File: config.mk
export PLATFORM = sky130hd
export DESIGN_NAME = uart_rx
export DESIGN_NICKNAME = d
export VERILOG_FILES = /design/src/rtl/uart_pkg.sv /design/src/rtl/uart_rx_sync_2ff.sv /design/src/rtl/uart_rx.sv
export SDC_FILE = /design/constraint.sdc
export NUM_CORES = 1
export LEC_CHECK = 0
export ABC_AREA = 1
export BUFFER_PORTS_ARGS = -buffer_cell sky130_fd_sc_hd__buf_4
export CAP_MARGIN = 10
export CELL_PAD_IN_SITES_DETAIL_PLACEMENT = 1
export CELL_PAD_IN_SITES_GLOBAL_PLACEMENT = 1
export CORE_MARGIN = 10
export CORE_UTILIZATION = 35
export CTS_BUF_LIST = sky130_fd_sc_hd__clkbuf_4
export DETAILED_ROUTE_END_ITERATION = 12
export PLACE_DENSITY = 0.66
export REMOVE_ABC_BUFFERS = 1
export SYNTH_ARGS = -nofsm -noshare
export SYNTH_HDL_FRONTEND = slang
export SYNTH_SLANG_ARGS = --single-unit
File: constraint.sdc
create_clock -name i_Clock -period 2.85 [get_ports i_Clock]
set_clock_uncertainty 0.1 [all_clocks]
set_input_delay 0 -clock i_Clock [delete_from_list [all_inputs] [get_ports i_Clock]]
set_output_delay 0 -clock i_Clock [all_outputs]
set_load 0.02 [all_outputs]
File: src/rtl/uart_pkg.sv
// Shared UART definitions: FSM state encoding and data width, used by both rx and tx.
package uart_pkg;

  localparam int DATA_W = 8;

  typedef enum logic [2:0] {
    IDLE      = 3'd0,
    START_BIT = 3'd1,
    DATA_BITS = 3'd2,
    STOP_BIT  = 3'd3,
    CLEANUP   = 3'd4
  } uart_state_e;

endpackage

File: src/rtl/uart_rx_sync_2ff.sv
// Two-flop synchronizer for an asynchronous single-bit input; 2-cycle latency.
module sync_2ff #(
  parameter logic RST_VAL = 1'b1
) (
  input  logic clk,
  input  logic rst,
  input  logic d,
  output logic q
);

  logic meta_d, meta_q;
  logic sync_d, sync_q;

  always_comb begin
    meta_d = d;
    sync_d = meta_q;
  end

  always_ff @(posedge clk or posedge rst) begin
    if (rst) begin
      meta_q <= RST_VAL;
      sync_q <= RST_VAL;
    end else begin
      meta_q <= meta_d;
      sync_q <= sync_d;
    end
  end

  assign q = sync_q;

endmodule

File: src/rtl/uart_rx.sv
// 8N1 UART receiver: samples at bit centre, 1-cycle DV / frame-error pulses.
// No backpressure: a byte is presented once and must be taken in that cycle.
`ifndef CLKS_PER_BIT
`define CLKS_PER_BIT 868
`endif

module uart_rx
  import uart_pkg::*;
#(
  parameter int CLKS_PER_BIT = `CLKS_PER_BIT
) (
  input  logic              i_Clock,
  input  logic              i_Rst_L,
  input  logic              i_RX_Serial,
  output logic              o_RX_DV,
  output logic [DATA_W-1:0] o_RX_Byte,
  output logic              o_RX_Frame_Err,
  output logic              o_RX_Active
);

  localparam int CNT_W = $clog2(CLKS_PER_BIT) + 1;
  localparam int IDX_W = $clog2(DATA_W);
  localparam logic [CNT_W-1:0] HALF_C   = CNT_W'((CLKS_PER_BIT - 1) / 2);
  localparam logic [CNT_W-1:0] LAST_C   = CNT_W'(CLKS_PER_BIT - 1);
  localparam logic [IDX_W-1:0] LAST_IDX = IDX_W'(DATA_W - 1);

  logic rx_s;

  sync_2ff #(.RST_VAL(1'b1)) u_sync (
    .clk (i_Clock),
    .rst (i_Rst_L),
    .d   (i_RX_Serial),
    .q   (rx_s)
  );

  uart_state_e       state_d, state_q;
  logic [CNT_W-1:0]  cnt_d, cnt_q;
  logic [IDX_W-1:0]  idx_d, idx_q;
  logic [DATA_W-1:0] shreg_d, shreg_q;
  logic [DATA_W-1:0] byte_d, byte_q;
  logic              dv_d, dv_q;
  logic              ferr_d, ferr_q;
  logic              active_d, active_q;

  always_comb begin
    state_d  = state_q;
    cnt_d    = cnt_q;
    idx_d    = idx_q;
    shreg_d  = shreg_q;
    byte_d   = byte_q;
    dv_d     = 1'b0;
    ferr_d   = 1'b0;
    active_d = active_q;

    case (state_q)
      IDLE: begin
        cnt_d = '0;
        idx_d = '0;
        if (!rx_s) state_d = START_BIT;
      end
      START_BIT: begin
        // Line must still be low at mid start bit, otherwise it was a glitch.
        if (cnt_q == HALF_C) begin
          cnt_d = '0;
          if (!rx_s) begin
            active_d = 1'b1;
            state_d  = DATA_BITS;
          end else begin
            state_d = IDLE;
          end
        end else begin
          cnt_d = cnt_q + CNT_W'(1);
        end
      end
      DATA_BITS: begin
        if (cnt_q == LAST_C) begin
          cnt_d          = '0;
          shreg_d[idx_q] = rx_s;
          if (idx_q == LAST_IDX) begin
            idx_d   = '0;
            state_d = STOP_BIT;
          end else begin
            idx_d = idx_q + IDX_W'(1);
          end
        end else begin
          cnt_d = cnt_q + CNT_W'(1);
        end
      end
      STOP_BIT: begin
        if (cnt_q == LAST_C) begin
          cnt_d    = '0;
          active_d = 1'b0;
          state_d  = CLEANUP;
          if (rx_s) begin
            byte_d = shreg_q;
            dv_d   = 1'b1;
          end else begin
            ferr_d = 1'b1;
          end
        end else begin
          cnt_d = cnt_q + CNT_W'(1);
        end
      end
      CLEANUP: begin
        // Wait out a break so a stuck-low line never looks like a new start bit.
        if (rx_s) state_d = IDLE;
      end
      default: begin
        state_d  = IDLE;
        cnt_d    = '0;
        idx_d    = '0;
        active_d = 1'b0;
      end
    endcase
  end

  always_ff @(posedge i_Clock or posedge i_Rst_L) begin
    if (i_Rst_L) begin
      state_q  <= IDLE;
      cnt_q    <= '0;
      idx_q    <= '0;
      shreg_q  <= '0;
      byte_q   <= '0;
      dv_q     <= 1'b0;
      ferr_q   <= 1'b0;
      active_q <= 1'b0;
    end else begin
      state_q  <= state_d;
      cnt_q    <= cnt_d;
      idx_q    <= idx_d;
      shreg_q  <= shreg_d;
      byte_q   <= byte_d;
      dv_q     <= dv_d;
      ferr_q   <= ferr_d;
      active_q <= active_d;
    end
  end

  assign o_RX_DV        = dv_q;
  assign o_RX_Byte      = byte_q;
  assign o_RX_Frame_Err = ferr_q;
  assign o_RX_Active    = active_q;

endmodule

==> impl_metrics.yaml <==
outcome:
  outcome: "completed"
floorplanning:
  start_util: 0.357
  die_y_um: 94.7
  die-area_sq_um: 8970
  rows: 27
  die_x_um: 94.7
  ios: 14
  core_area_sq_um: 5470
final_layout:
  fillers: 672
  multiInputGateArea_sq_um: 900
  final_area_sq_um: 2220
  drive_gt1_frac: 0.200
  antenna_cells: 0
  synthToLayoutAreaGrowth_pct: 13.5
  num-nets-final: 261
  regArea_sq_um: 953
clock_network:
  clock_path_buffers: 2
  root_buffer: "clkbuf_4"
  cts.sinks: 38
  path_clk_slew_ns: 0.12
  cts_inserted_buffers: 5
  cts_htree_levels: 2
  cts_tree: "built"
  clkLatencyLatePin_ns: 0.35
worst_setup_path:
  cp.arrival_ns: 1.91
  crit_required_ns: 3.00
  endpoint_kind: "flip-flop"
  r2r-start: "cnt_q[0]"
  crit_type: "flip-flop to flip-flop"
  r2r-end: "state_q[1]"
  path_max_fanout: 5
  rrSetupSlack_ns: 1.09
  cp-start-kind: "flip-flop"
  r2r_cells: 8
detailed_routing:
  wl_met2_um: 1940
  highest_layer: "met4"
  drtIter0Drc: 39
  first_pass_iters: 6
  antenna_left: 0
  wl_per_cell_um: 13.2
  met1Wirelength_um: 2130
  drc: 0
  vias: 1529
  via_per_inst: 4.68
  dr_wl_met3_um: 167
  drt_wl_total_um: 4310
power:
  p_leak_nw: 1.13
  vdd_drop_max_v: 0.000139
  powerDensity_nw_per_um2: 380
flow_run:
  maxCapViolCount: 0
sta:
  relSlewSlack: 0.669
  drv_slew: 0
  fin_tns_setup_ns: 0
  hold_viol_final: 0
  grt_setup_unrepaired: "false"
  max_freq_mhz: 567
  tightest_slew_ns: 0.497
  fin_crit_sh: 0.619
  fin_crit_ns: 1.76
  finalSetupViolations: 0
placed_design:
  dp_hpwl_um: 3240
  gp_congestion: 0.814
  place_area_sq_um: 2140
  io_buffers: 13
hold_path:
  hold_path_end: "u_sync.meta_q"
  hold_path_depth: 2
  min_from: "i_RX_Serial"
  hold_class: "input port to flip-flop"
synthesis:
  async_reset_ff_frac: 1.00
  synth_area_leaders: "dfrtp_1 (46%), nand2_1 (14%), nand3_1 (4.9%)"
  synthCells: 232
  synth_top_area_cell: "dfrtp_1"
  yosys.cell_count.top_type: "nand2_1"
  ys_warn_count: 0
  synth.distinct_cells: 27
  ys_seq_elements: 38
  netlist_area_sq_um: 1950
  syn_area_per_cell_sq_um: 8.42
  yosys_most_used_dff: "dfrtp_1"
  synthTopCellsByCount: "nand2_1 (74), dfrtp_1 (36), nand3_1 (19), nor2_1 (19), inv_1 (15)"
  yosys.area.top_type_share: 0.461
  ys_seq_area_frac: 0.488
  synth-edff-count: 0
grt:
  track_usage: 0.107
  grt_pass1_wl_um: 7610
  grt_start_max_net_pins: 39
  overflow: 0
  first_global_vias: 1598
  antenna_found_initial: 0
state kept, by name, summed over array words and instances, names as in the netlist:
signal and flops:
cnt_q 11, o_RX_Byte 8, shreg_q 8, idx_q 3, state_q 3, o_RX_Active 1, o_RX_DV 1, o_RX_Frame_Err 1
u_sync.meta_q 1, u_sync.q 1
timing repair:
item                                    CTS  global route
gates resized for setup                   0             0
hold endpoints to repair                 37             0
endpoints found under the setup margin    0             0
buffers inserted                          0             0
hold buffers                              2             0
worst max-delay path, cell delays in order (launching register included):
cell     delay (ns)
dfrtp_1        0.44
ha_1           0.26
inv_2          0.06
nor2_1         0.18
nand3_4        0.15
a21oi_1        0.27
nand2_1        0.09
nand2_1        0.06
nand2_1        0.05
worst max path at each step:
| stage | from | to | slack [ns] | depth (start not counted) |
|---|---|---|---|---|
| 3_5_place_dp | cnt_q[0] | state_q[1] | 1.08 | 8 |
| 6_report | cnt_q[0] | state_q[1] | 1.09 | 8 |
| 4_1_cts | cnt_q[0] | state_q[1] | 1.07 | 8 |
| 2_1_floorplan | cnt_q[0] | state_q[1] | 1.31 | 8 |
| 5_1_grt | cnt_q[0] | o_RX_Byte[3] | 0.91 | 8 |
| 3_3_place_gp | cnt_q[0] | state_q[1] | 1.15 | 8 |
cell type report:
class,count,share of cell area
Inverter,25,0.0434
Clock buffer,5,0.0169
Multi-Input combinational cell,168,0.406
Clock inverter,3,0.00733
Sequential cell,38,0.430
Tap cell,72,0.0406
Timing Repair Buffer,16,0.0564
power breakdown:
part / switching (mW) / internal, mW / total, mW
Clock: 0.187 / 0.0918 / 0.279
Sequential: 0.00163 / 0.542 / 0.543
Combinational: 0.0154 / 0.00532 / 0.0207
cells by family after synthesis:
kind of cell | Yosys count | share of synthesized area
AND/OR/NAND/NOR | 136 | 0.349
flip-flops | 38 | 0.488
buffers and inverters | 26 | 0.0519
AO/OA/AOI/OAI | 21 | 0.0544
XOR/XNOR | 7 | 0.0314
adder cells (fa/ha/maj) | 4 | 0.0256
stage by stage:
step / util / cells / setup WS (ns) / hold WS [ns] / power [mW]
detailed placement: 0.392 / 317 / 1.08 / 0.00936 / 0.573
CTS: 0.405 / 327 / 1.07 / 0.169 / 0.863
global route: 0.405 / 327 / 0.911 / 0.171 / 0.885
global placement: 0.392 / 317 / 1.15 / 0.00863 / 0.573
finish: 0.405 / 327 / 1.09 / 0.198 / 0.843
floorplan: - / 231 / 1.31 / -0.0955 / 0.565
cell usage in the layout, fill, tap and decap left out, types with 4 or more instances in the layout:
cell / count
nand2_1: 74
dfrtp_1: 36
nor2_1: 19
nand3_1: 19
inv_1: 15
buf_4: 14
o21ai_1: 13
inv_2: 9
xor2_1: 7
a21oi_1: 6
nor2_2: 5
clkbuf_4: 5
nor3_1: 4
ha_1: 4
per-layer routing:
metal / vias to the layer above / global-route usage
met5: - / 0
met4: 0 / 0.0374
li1: 780 / -
met2: 17 / 0.162
met1: 727 / 0.142
met3: 5 / 0.0317
Note: power is estimated with default switching activity, not from simulation.
